## src/rtl/if_fetch_unit.sv

```systemverilog
// Instruction-fetch stage: owns the fetch PC, issues one-cycle-latency memory reads,
// parks in-flight responses in a one-entry skid buffer across stalls and loads IF/ID.
module if_fetch_unit #(
  parameter logic [31:0] RESET_PC = 32'h0000_0000,
  parameter int unsigned PC_STEP  = 4
) (
  input  logic        clk,
  input  logic        rst,
  input  logic        stall,
  input  logic        Branch_Sig_in,
  input  logic [31:0] PC_target,
  output logic [31:0] iaddr,
  output logic        ireq,
  input  logic [31:0] inst_in,
  output logic [31:0] ifid_inst,
  output logic [31:0] ifid_PC,
  output logic        ifid_valid
);

  localparam logic [31:0] STEP = 32'(PC_STEP);

  logic [31:0] fpc_q, fpc_d;
  logic        rsp_v_q, rsp_v_d;
  logic [31:0] rsp_pc_q, rsp_pc_d;
  logic        skid_v_q, skid_v_d;
  logic [31:0] skid_inst_q, skid_inst_d;
  logic [31:0] skid_pc_q, skid_pc_d;
  logic        ifid_valid_q, ifid_valid_d;
  logic [31:0] ifid_inst_q, ifid_inst_d;
  logic [31:0] ifid_pc_q, ifid_pc_d;

  logic redirect;

  // A redirect presented while stalled is ignored; the resolver re-presents it.
  assign redirect = !stall && Branch_Sig_in;

  assign iaddr      = fpc_q;
  assign ireq       = !rst && !stall;
  assign ifid_inst  = ifid_inst_q;
  assign ifid_PC    = ifid_pc_q;
  assign ifid_valid = ifid_valid_q;

  always_comb begin
    // NOTE: every _d starts as its _q so no path through this block leaves a
    // signal unassigned, which would otherwise infer a latch.
    fpc_d        = fpc_q;
    rsp_v_d      = rsp_v_q;
    rsp_pc_d     = rsp_pc_q;
    skid_v_d     = skid_v_q;
    skid_inst_d  = skid_inst_q;
    skid_pc_d    = skid_pc_q;
    ifid_valid_d = ifid_valid_q;
    ifid_inst_d  = ifid_inst_q;
    ifid_pc_d    = ifid_pc_q;

    if (redirect) begin
      // Both the response arriving now and the fetch issued now are wrong-path.
      fpc_d        = PC_target & 32'hFFFF_FFFC;
      rsp_v_d      = 1'b0;
      skid_v_d     = 1'b0;
      ifid_valid_d = 1'b0;
    end else if (stall) begin
      if (rsp_v_q) begin
        skid_v_d    = 1'b1;
        skid_inst_d = inst_in;
        skid_pc_d   = rsp_pc_q;
      end
      rsp_v_d = 1'b0;
    end else begin
      fpc_d    = fpc_q + STEP;
      rsp_v_d  = 1'b1;
      rsp_pc_d = fpc_q;
      if (skid_v_q) begin
        ifid_valid_d = 1'b1;
        ifid_inst_d  = skid_inst_q;
        ifid_pc_d    = skid_pc_q + STEP;
        skid_v_d     = 1'b0;
      end else if (rsp_v_q) begin
        ifid_valid_d = 1'b1;
        ifid_inst_d  = inst_in;
        ifid_pc_d    = rsp_pc_q + STEP;
      end else begin
        ifid_valid_d = 1'b0;
      end
    end
  end

  always_ff @(posedge clk) begin
    // NOTE: sequential state uses non-blocking assignments so every flop samples
    // the pre-edge value of every other flop, independent of statement order.
    if (rst) begin
      fpc_q        <= RESET_PC;
      rsp_v_q      <= 1'b0;
      skid_v_q     <= 1'b0;
      ifid_valid_q <= 1'b0;
      ifid_inst_q  <= '0;
      ifid_pc_q    <= '0;
    end else begin
      fpc_q        <= fpc_d;
      rsp_v_q      <= rsp_v_d;
      skid_v_q     <= skid_v_d;
      ifid_valid_q <= ifid_valid_d;
      ifid_inst_q  <= ifid_inst_d;
      ifid_pc_q    <= ifid_pc_d;
    end
  end

  // NOTE: payload registers carry no reset; they are only ever read behind a
  // valid bit that is itself reset, so clearing them would buy nothing.
  always_ff @(posedge clk) begin
    rsp_pc_q    <= rsp_pc_d;
    skid_inst_q <= skid_inst_d;
    skid_pc_q   <= skid_pc_d;
  end

  // The skid buffer only fills during a stall, when no new fetch is outstanding.
  always_ff @(posedge clk) begin
    if (!rst) begin
      assert (!(rsp_v_q && skid_v_q))
        else $error("skid buffer and response valid both set");
    end
  end

endmodule

```

## config.mk

```make
export PLATFORM = sky130hd
export DESIGN_NAME = if_fetch_unit
export DESIGN_NICKNAME = d
export VERILOG_FILES = /design/src/rtl/if_fetch_unit.sv
export SDC_FILE = /design/constraint.sdc
export NUM_CORES = 1
export LEC_CHECK = 0
export ABC_AREA = 1
export ABC_CLOCK_PERIOD_IN_PS = 3550
export BUFFER_PORTS_ARGS = -buffer_cell sky130_fd_sc_hd__buf_2
export CAP_MARGIN = 25
export CORE_MARGIN = 3
export CORE_UTILIZATION = 23
export DETAILED_ROUTE_END_ITERATION = 8
export PLACE_DENSITY = 0.48
export SLEW_MARGIN = 25
export SYNTH_ARGS = -nofsm -noshare
export SYNTH_HDL_FRONTEND = slang
export SYNTH_SLANG_ARGS = --single-unit
```

## constraint.sdc

```tcl
create_clock -name clk -period 3.55 [get_ports clk]
set_input_delay 0.71 -clock clk [delete_from_list [all_inputs] [get_ports clk]]
set_output_delay 0.71 -clock clk [all_outputs]
set_load 0.02 [all_outputs]
```

==> flow_summary.json <==
{
  "status": "finished, final reports clean",
  "ff2ff_setup_slack_ps": 1230,
  "drc_errors": 0,
  "synth.area.mux_share": 0,
  "rows": 70,
  "cts_hold_buf": 0,
  "area_growth_pct": 21.33,
  "numPortBuffers": 159,
  "rsz0062_at_grt": "no",
  "startpoint": "skid_v_q",
  "track_usage": 0.1213,
  "drt_iter0_markers": 375,
  "via_per_inst": 4.183,
  "via_count": 7332,
  "worstPathMaxFanout": 45,
  "syn_area_um2": 8776,
  "ys.flop_type": "dfxtp_1",
  "skew_ps": 11.43,
  "hold_path.class": "flop to flop",
  "drt_pass1_iterations": 5,
  "cp_common_cell": "nand2_1",
  "critPathTopFamily": "simple AND/OR/NAND/NOR gates",
  "finalHoldViolCount": 0,
  "r2r-end": "ifid_PC[22]",
  "dieArea_um2": 40540,
  "maxCapViolations": 0,
  "antenna_found_initial": 0,
  "antenna_cells": 0,
  "synth.avg_cell_area_um2": 8.044,
  "power_leakage_nw": 4.463,
  "cts_resized": 0,
  "irDropWorstVdd_v": 0.0002874,
  "synth_top_family_by_area": "simple AND/OR/NAND/NOR gates",
  "synth_compound_area_frac": 0.09367,
  "crit_end": "ifid_PC[22]",
  "htree_levels": 4,
  "overflow": 0,
  "arrival_ps": 2650,
  "synthTopCellsByCount": "nand2_1 (339), nor2_1 (125), dfxtp_1 (95)",
  "core_um2": 37140,
  "synth_top_area_share": 0.3148,
  "path_buf_inv": 3,
  "period_needed_ps": 2316,
  "report.final.slew_viol_count": 0,
  "nets": 1308,
  "ys_warn_count": 0,
  "synth_seq_cells": 187,
  "timing.hold.ws_ps": 446.7,
  "synth_edf_count": 92,
  "finalSetupViolations": 0,
  "endpoint_kind": "flop",
  "synth-xor-area-share": 0.01397,
  "wl_mm": 24.49,
  "slew_headroom": 0.5433,
  "tightest_slew_ps": 683.4,
  "post-dp-hpwl_mm": 18.15,
  "synth_most_common_cell": "nand2_1",
  "netlist_top_cells_area": "edfxtp_1 (31%), dfxtp_1 (22%), nand2_1 (14%)",
  "drive_above_1_share": 0.2018,
  "timing.rr.start": "skid_v_q",
  "r2r_cells": 13,
  "die_y_um": 201.3,
  "cp-start-kind": "flop",
  "grt_pass1_vias": 7132,
  "path_class": "flop to flop",
  "dpl.cell_count": 1722,
  "cts.path.max_buffers": 2,
  "wl_per_cell_um": 13.97,
  "clock-sinks": 187,
  "gp_congestion": 0.8531,
  "async_reset_ff_frac": 0,
  "fp.dieW_um": 201.3,
  "required_ps": 3880,
  "syn_inst": 1091,
  "ios": 166,
  "synthSimpleGateAreaFrac": 0.2876,
  "cts_tree": "yes",
  "synth.distinct_cells": 35,
  "slowest_stage": "buf_4",
  "fin_setup_tns_ps": 0,
  "grt_max_degree": 56,
  "power_density_nw_per_um2": 430.6,
  "synth_top_area_cell": "edfxtp_1",
  "min_period_over_period": 0.6524,
  "fmax_mhz": 431.8,
  "antenna_left": 0,
  "numCtsBuffers": 17,
  "cts-root-buf": "clkbuf_16",
  "synthAdderAreaFrac": 0.004277,
  "path_depth": 13,
  "grt_pass1_wl_mm": 39.38,
  "initial_core_util": 0.2363,
  "post_cts_buffers": 0,
  "final_cells": 1753,
  "path_clk_slew_ps": 70,
  "ys_seq_area_frac": 0.5315,
  "crit_chain": "buf_4, nand2_1, nand2_1, ha_1, nand3_1, inv_1, nand2_4, nor2_8, nand2_1, nand2_1, nand3_1, nand2_1, inv_1",
  "clock_latency_ps": 430,
  "fillers": 4089,
  "max_stage_delay_ps": 460
}
==> worst min-delay path by stage <==
stage                       from         endpoint  slack (ps)  cells after the start
finish              rsp_pc_q[31]    skid_pc_q[31]         450                      0
detailed placement   rsp_pc_q[4]     skid_pc_q[4]         430                      0
global placement    rsp_pc_q[31]    skid_pc_q[31]         430                      0
global route         inst_in[16]  skid_inst_q[16]         450                      1
CTS                  rsp_pc_q[4]     skid_pc_q[4]         450                      0
floorplan           rsp_pc_q[31]    skid_pc_q[31]         420                      0
==> per-layer routing <==
layer / share of wire / track usage
met5: 0 / 0
met1: 0.52 / 0.1781
met2: 0.43 / 0.1861
met4: 0.0066 / 0.02442
met3: 0.046 / 0.02346
==> stage by stage <==
stage                 util  worst slack (ps)  power [mW]  area (um2)
detailed placement  0.2721              1063       2.844       10100
global placement    0.2721              1051       2.839       10100
floorplan                -             685.0       2.679        8787
CTS                 0.2867              1174       4.657       10650
finish              0.2867              1234       4.585       10650
global route        0.2867             939.0       4.798       10650
==> final cells by class <==
type	instances	area [um2]	area share
Sequential cell	187	4666	0.4382
Multi-Input combinational cell	764	3521	0.3307
Timing Repair Buffer	174	933.4	0.08766
Tap cell	504	630.6	0.05922
Clock buffer	20	446.7	0.04195
Inverter	93	354.1	0.03326
Clock inverter	11	96.34	0.009048
==> logic make-up (layout without fill, tap and decap cells) <==
kind of cell,Yosys count,count (layout)
adders and majority gates,3,3
DFF,187,187
xor gates and xnor gates,14,14
buffers and inverters,143,298
and+or+nand+nor,591,591
AOI/OAI and AO/OA,152,152
other,1,4
==> registers in the layout, summed over array words and instances, names as in the netlist <==
| name | flops |
|---|---|
| ifid_valid | 1 |
| skid_pc_q | 30 |
| skid_inst_q | 32 |
| ifid_PC | 30 |
| rsp_v_q | 1 |
| skid_v_q | 1 |
| iaddr | 30 |
| rsp_pc_q | 30 |
| ifid_inst | 32 |
==> cell usage in the layout, fill, tap and decap left out, types with 10 or more instances in the layout <==
cell	instances
nand2_1	339
buf_2	159
nor2_1	125
dfxtp_1	94
edfxtp_1	92
inv_1	89
o21ai_0	78
nand3_1	62
a31oi_1	42
a21oi_1	27
nand2_2	17
clkbuf_16	17
buf_4	13
nor3_1	12
nor2_2	12
nor2_4	10
==> power by group <==
group          switching [mW]  internal, mW
clock network           0.816         0.980
registers              0.0537          2.33
logic                   0.273         0.130
total                    1.14          3.44
Power figures use the tool's default switching activity.
